File: src/rtl/ace_result_serializer.sv
// ace_result_serializer
//
// Takes full-width product words on a valid/ready handshake and holds them
// in a small circular FIFO. One shift stage then pulls each word out of the
// FIFO and sends it as bytes, least-significant byte first, on an 8-bit
// valid/ready stream. out_last marks the most-significant byte of each word.
//
// Handshake semantics (both ports): a transfer happens on a rising clock
// edge where valid && ready are both high. Once valid is raised it stays
// high, and the payload stays stable, until that transfer happens. ready
// never depends combinationally on valid.
//
// Ports:
//   clk, rst_n          clock; asynchronous active-low reset
//   clear               synchronous flush of the FIFO and the word in flight
//   in_valid/in_data    product word input
//   in_ready            high when the FIFO is not full (registered flag)
//   out_valid/out_data  byte output stream
//   out_last            current byte is the top byte of its word
//   out_ready           consumer accepts the current byte
//   level               FIFO occupancy, excluding the word in the shift stage
//   busy                shift stage is sending, or the FIFO is nonempty
//   fsm_state           debug view of the shift-stage state (0=IDLE, 1=SEND)
module ace_result_serializer #(
  parameter int DATA_W = 16,
  parameter int DEPTH  = 4
) (
  input  logic                       clk,
  input  logic                       rst_n,
  input  logic                       clear,
  input  logic                       in_valid,
  input  logic [DATA_W-1:0]          in_data,
  output logic                       in_ready,
  output logic                       out_valid,
  output logic [7:0]                 out_data,
  output logic                       out_last,
  input  logic                       out_ready,
  output logic [$clog2(DEPTH+1)-1:0] level,
  output logic                       busy,
  output logic                       fsm_state
);

  localparam int NB    = DATA_W / 8;
  localparam int IDX_W = (NB > 1) ? $clog2(NB) : 1;
  localparam int PTR_W = $clog2(DEPTH);
  localparam int LVL_W = $clog2(DEPTH + 1);

  typedef enum logic {
    IDLE = 1'b0,
    SEND = 1'b1
  } state_t;

  state_t              state_q, state_d;
  logic [DATA_W-1:0]   shift_q, shift_d;
  logic [IDX_W-1:0]    idx_q, idx_d;
  logic [PTR_W-1:0]    wr_ptr_q, rd_ptr_q;
  logic [LVL_W-1:0]    level_q, level_d;
  logic                full_q;
  logic [DATA_W-1:0]   mem [DEPTH];

  logic push, pop, last_byte, fifo_empty;

  assign fifo_empty = (level_q == '0);
  assign last_byte  = (idx_q == IDX_W'(NB - 1));
  // Only the registered full flag gates input, so a pop in a full cycle
  // does not open the input until the following cycle.
  assign push       = in_valid && !full_q;

  // Shift-stage next state. Loading the next word on the last-byte
  // handshake keeps the byte stream free of bubbles between words.
  always_comb begin
    state_d = state_q;
    shift_d = shift_q;
    idx_d   = idx_q;
    pop     = 1'b0;
    case (state_q)
      IDLE: begin
        if (!fifo_empty) begin
          pop     = 1'b1;
          shift_d = mem[rd_ptr_q];
          idx_d   = '0;
          state_d = SEND;
        end
      end
      SEND: begin
        if (out_ready) begin
          if (!last_byte) begin
            shift_d = shift_q >> 8;
            idx_d   = idx_q + IDX_W'(1);
          end else if (!fifo_empty) begin
            pop     = 1'b1;
            shift_d = mem[rd_ptr_q];
            idx_d   = '0;
          end else begin
            state_d = IDLE;
          end
        end
      end
      default: state_d = IDLE;
    endcase
  end

  assign level_d = level_q + LVL_W'(push) - LVL_W'(pop);

  always_ff @(posedge clk or negedge rst_n) begin
    if (!rst_n) begin
      state_q  <= IDLE;
      shift_q  <= '0;
      idx_q    <= '0;
      wr_ptr_q <= '0;
      rd_ptr_q <= '0;
      level_q  <= '0;
      full_q   <= 1'b0;
    end else if (clear) begin
      state_q  <= IDLE;
      shift_q  <= '0;
      idx_q    <= '0;
      wr_ptr_q <= '0;
      rd_ptr_q <= '0;
      level_q  <= '0;
      full_q   <= 1'b0;
    end else begin
      state_q  <= state_d;
      shift_q  <= shift_d;
      idx_q    <= idx_d;
      level_q  <= level_d;
      full_q   <= (level_d == LVL_W'(DEPTH));
      if (push) wr_ptr_q <= wr_ptr_q + PTR_W'(1);
      if (pop)  rd_ptr_q <= rd_ptr_q + PTR_W'(1);
    end
  end

  // Storage array carries no reset; the pointers alone define its contents.
  always_ff @(posedge clk) begin
    if (push && !clear) mem[wr_ptr_q] <= in_data;
  end

  assign in_ready  = !full_q;
  assign out_valid = (state_q == SEND);
  assign out_data  = (state_q == SEND) ? shift_q[7:0] : 8'h00;
  assign out_last  = (state_q == SEND) && last_byte;
  assign level     = level_q;
  assign busy      = (state_q == SEND) || !fifo_empty;
  assign fsm_state = state_q;

endmodule

File: config.mk
export PLATFORM = sky130hd
export DESIGN_NAME = ace_result_serializer
export DESIGN_NICKNAME = d
export VERILOG_FILES = /design/src/rtl/ace_result_serializer.sv
export SDC_FILE = /design/constraint.sdc
export NUM_CORES = 1
export LEC_CHECK = 0
export CAP_MARGIN = 20
export CORE_ASPECT_RATIO = 1.1
export CORE_UTILIZATION = 50
export DETAILED_ROUTE_END_ITERATION = 10
export PLACE_DENSITY = 0.71
export SLEW_MARGIN = 10
export SYNTH_ARGS = -nofsm -noshare
export SYNTH_HDL_FRONTEND = slang
export SYNTH_SLANG_ARGS = --single-unit
File: constraint.sdc
create_clock -name clk -period 7.5 [get_ports clk]
set_input_delay 1.125 -clock clk [delete_from_list [all_inputs] [get_ports clk]]
set_output_delay 1.125 -clock clk [all_outputs]
set_load 0.03 [all_outputs]
## Yosys cells after proc, flatten, opt, wreduce, memory -nomap -nowiden

Memories as Yosys holds them, arrays and structs flattened.
Cells that the tools add are included.

| operators by class | value |
|---|---|
| add/sub/neg operators | 5 |
| eq/ne operators | 3 |
| multiplexer cells | 28 |
| bitwise operators | 1 |
| reductions and logical operators | 11 |

Operators with widths:

| cell | count |
|---|---|
| $mux W16 | 4 |
| $pmux W16 S2 | 1 |
| $mux W1 | 14 |
| $mux W2 | 4 |
| $mux W8 | 1 |
| $ne A3 B3 Y1 const B | 2 |
| $pmux W1 S2 | 3 |
| $add A2 B1 Y2 const B | 2 |
| $reduce_bool A2 Y1 | 2 |
| $add A3 B1 Y3 | 1 |
| $eq A3 B3 Y1 const B | 1 |
| $logic_and A1 B1 Y1 | 3 |
| $logic_not A1 Y1 | 3 |
| $logic_not A3 Y1 | 1 |
| $mux W3 | 1 |
| $sub A3 B1 Y3 | 1 |
| $reduce_and A2 Y1 | 1 |
| $add A1 B1 Y1 const B | 1 |
| $logic_or A1 B1 Y1 | 1 |
| $not A1 Y1 | 1 |

| word-level totals | value |
|---|---|
| register bits after elaboration | 26 |
| RAM bits | 64 |
| bits of input ports | 21 |
| output and inout bits | 16 |
| word-level logic and storage cells | 56 |
| memories | 1 |

Memories:

| name | depth | width | read ports | clocked after memory_dff | write ports | line | source |
|---|---|---|---|---|---|---|---|
| mem | 4 | 16 | 1 | 0 | 1 | 59 | `logic [DATA_W-1:0] mem [DEPTH];` |

## Longest topological paths before layout

| depth | value |
|---|---|
| word-level depth | 8 |
| gate-level depth with buffers | 12 |
| mapped depth without buffers | 11 |

## Worst setup path before layout

Ideal clock, no wire load.

| timing | value |
|---|---|
| kind | in2reg |
| start point | input port out_ready |
| end point | register full_q |
| setup time | 0.067 ns |
| data arrival time | 3.034 ns |
| required time | 7.433 ns |
| setup slack | 4.400 ns |
| stages on the path | 11 |
| buffers on the path | 0 |
| cells stage by stage | a21bo_2 > and2_2 > ha_1 > inv_1 > ha_1 > inv_1 > fa_1 > xor2_1 > and2_2 > nor3_1 > and3b_1 |

| on the way | value |
|---|---|
| word-level cells in the longest chain between the ends | 5 |

RTL lines:

| item | line | source |
|---|---|---|
| start: declaration | 37 | `input logic out_ready,` |
| $mux W1 | 86 | `if (out_ready) begin` |
| $pmux W1 S2 | 76 | `case (state_q)` |
| $sub A3 B1 Y3 | 103 | `assign level_d = level_q + LVL_W'(push) - LVL_W'(pop);` |
| $eq A3 B3 Y1 | 127 | `full_q <= (level_d == LVL_W'(DEPTH));` |
| $mux W1 | 114 | `end else if (clear) begin` |
| end signal: assignment | 127 |  |
| end: declaration | 58 | `logic full_q;` |

No other way between the ends.
A chain may end at the register's enable or synchronous reset.

## Final worst setup path

Same ends and word-level chain as after synthesis.

==> results.py <==
metrics = {
    "status": {
        "status": "finished clean",
    },
    "final_layout": {
        "design_area_sq_um": 4440,
        "finalNetCount": 315,
        "num-fill-cells": 590,
        "drive_above_1_share": 0.124,
        "final_common_cell": "edfxtp_1",
        "finalNonFillerCells": 396,
        "final_cell_mix": "64 x edfxtp_1, 36 x clkdlybuf4s50_1, 27 x o21ai_0",
        "areaGrowthSynthToFinish_pct": 14.8,
        "diodes": 0,
    },
    "logic_synthesis": {
        "synthXorXnorAreaFrac": 0.0113,
        "synth.distinct_cells": 38,
        "synthSimpleGateAreaFrac": 0.0728,
        "synth.area.mux_share": 0.0967,
        "synth_edf_count": 64,
        "synth_compound_area_frac": 0.0864,
        "synthAdderAreaFrac": 0.0246,
        "dominantRegCellSynth": "edfxtp_1",
        "syn_inst": 253,
        "synthArstFlopShare": 0.289,
        "syn-num-nets": 281,
        "synth_seq_cells": 90,
        "synth_top_family_by_area": "multiplexers",
        "syn_area_sq_um": 3870,
        "ys_seq_area_frac": 0.665,
        "ys_warn_count": 0,
        "syn_area_per_cell_sq_um": 15.3,
    },
    "grt": {
        "antenna_found_initial": 0,
        "grt_usage": 0.180,
        "grt_pass1_wl_mm": 10.6,
        "grt_pass1_vias": 2154,
        "grt_overflow": 0,
        "grt_max_degree": 27,
    },
    "critical_path": {
        "slowest_stage": "clkdlybuf4s50_1",
        "cp.arrival_ps": 3860,
        "crit_path_start_kind": "input port",
        "r2r_start": "level[1]",
        "crit_chain": "clkdlybuf4s50_1, a21bo_2, and2_2, ha_1, inv_1, ha_1, inv_1, fa_1, xor2_1, and2_2, nor3_1, and3b_1",
        "worstSetupPathType": "in2reg",
        "path_buf_inv": 3,
        "r2r_cells": 11,
        "ff2ff_setup_slack_ps": 4480,
        "cp_data_required_time_ps": 7790,
        "critPathMaxFanout": 13,
        "cpPeakStageDelay_ps": 640,
        "cp_top_family": "adder cells",
        "r2r-end": "full_q",
        "crit_path_end_kind": "flop",
    },
    "sta": {
        "tightest_slew_ps": 849,
        "timing.setup.tns_ps": 0,
        "fmax_ghz": 0.280,
        "slew_headroom": 0.432,
        "rsz0062_at_grt": "false",
        "fin_crit_sh": 0.476,
        "finalSetupViolCount": 0,
        "fin_worst_skew_ps": 5.85,
        "hold_viol": 0,
        "maxSlewViolCount": 0,
        "layout_min_cycle_time_ps": 3570,
    },
    "placed_design": {
        "dpl.hpwl_mm": 4.23,
        "place_inst": 381,
        "portBuffers": 36,
        "gp_congestion": 0.865,
        "place_area_sq_um": 4230,
    },
    "route": {
        "highest_layer": "met4",
        "viasPerCell": 5.33,
        "drt_iter0_drc": 136,
        "met1Wirelength_mm": 2.81,
        "ant_nets": 0,
        "drc": 0,
        "dr.pass1.iters": 4,
        "dr_wl_met3_um": 228,
        "dr_total_vias": 2110,
        "routed_wl_mm": 6.41,
        "wl_per_cell_um": 16.2,
        "wl_met2_mm": 3.23,
    },
    "hold_path": {
        "hold_end": "shift_q[4]",
        "hold_class": "reg2reg",
        "hold_depth": 2,
        "holdCritStartpoint": "shift_q[4]",
    },
    "die": {
        "rows": 33,
        "io_pins": 37,
        "dieArea_sq_um": 8090,
        "core_sq_um": 7470,
        "initial_core_util": 0.518,
        "fp.dieH_um": 94.3,
        "die_w_um": 85.9,
    },
    "clocking": {
        "post-cts-setup-buffer-count": 0,
        "clk_path_buf_depth": 2,
        "cts-root-buf": "clkbuf_8",
        "htreeDepth": 3,
        "cts_tree": "built",
        "clock_sinks": 90,
        "path_clk_slew_ps": 80,
        "ctsResizeCount": 0,
        "numCtsBuffers": 9,
        "ctsHoldBuffers": 0,
        "clk_latency_ps": 350,
    },
    "power_and_ir_drop": {
        "power.leakage_uw": 0.00158,
        "peakVddDrop_v": 0.000127,
        "power_density_nw_per_um2": 337,
    },
    "job": {
        "maxCapViolations": 0,
    },
}
## tightest hold or removal path, stage by stage, from the launching register on
cell	delay [ps]
dfrtp_1	340
o21ai_0	70
o21ai_0	70
## routing by layer
layer,GRT usage,vias to the layer above
met5,0,-
met3,0.0457,12
met2,0.292,48
met4,0.0833,0
met1,0.226,1030
li1,-,1020
## final cells by class
type                       count  area, sq um  area share
multi-input combinational    142         1130       0.254
clock buffer                   9          124      0.0279
tap                          105          131      0.0296
inverter                       6         22.5     0.00507
timing repair buffer          38          375      0.0845
sequential                    90         2570       0.579
clock inverter                 6         88.8      0.0200
## Yosys cell counts, types with 3 or more instances
| master | n | area [sq um] |
|---|---|---|
| xor2_1 | 3 | 26.3 |
| buf_6 | 4 | 45.0 |
| ha_1 | 6 | 75.1 |
| o21ai_0 | 27 | 135 |
| edfxtp_1 | 64 | 1920 |
| and2_1 | 13 | 81.3 |
| a21oi_1 | 18 | 90.1 |
| dfrtp_1 | 26 | 651 |
| mux4_2 | 15 | 338 |
| inv_1 | 6 | 22.5 |
| clkbuf_8 | 3 | 41.3 |
| nand2_1 | 19 | 71.3 |
| buf_4 | 3 | 22.5 |
| a211oi_1 | 6 | 45.0 |
| nor2_1 | 9 | 33.8 |
## power breakdown
group          internal (uW)  total [uW]  switching [uW]
clock                    187         353             166
sequential               608         669            61.4
combinational            218         474             255
## stage by stage
| step | hold WS (ps) | setup slack [ps] | util | power [uW] |
|---|---|---|---|---|
| 2_1_floorplan | 458 | 4400 | - | 1050 |
| 3_3_place_gp | 485 | 3610 | 0.566 | 1150 |
| 6_report | 510 | 3930 | 0.595 | 1500 |
| 3_5_place_dp | 486 | 3560 | 0.566 | 1160 |
| 5_1_grt | 537 | 3730 | 0.595 | 1580 |
| 4_1_cts | 505 | 3930 | 0.595 | 1510 |
## worst max-delay path by stage
stage | slack, ps | start | cells past startpoint | endpoint
6_report | 3930 | out_ready | 12 | full_q
5_1_grt | 3730 | out_ready | 12 | full_q
4_1_cts | 3930 | out_ready | 12 | full_q
3_5_place_dp | 3560 | out_ready | 12 | full_q
3_3_place_gp | 3610 | out_ready | 12 | full_q
2_1_floorplan | 4400 | out_ready | 11 | full_q
## cell families (layout without fill, tap and decap cells)
kind of cell    after synthesis  after routing
fa+ha+maj                     7              7
simple gates                 54             54
xor+xnor                      5              5
mux                          17             17
compound gates               59             59
flops                        90             90
buf+inv                      21             59
## registers in the layout, indices dropped and copies added (netlist names)
name and flops:
mem 64, shift_q 16, level 3, rd_ptr_q 2, wr_ptr_q 2, fsm_state 1
full_q 1, idx_q 1
(Power assumes the default switching activity.)
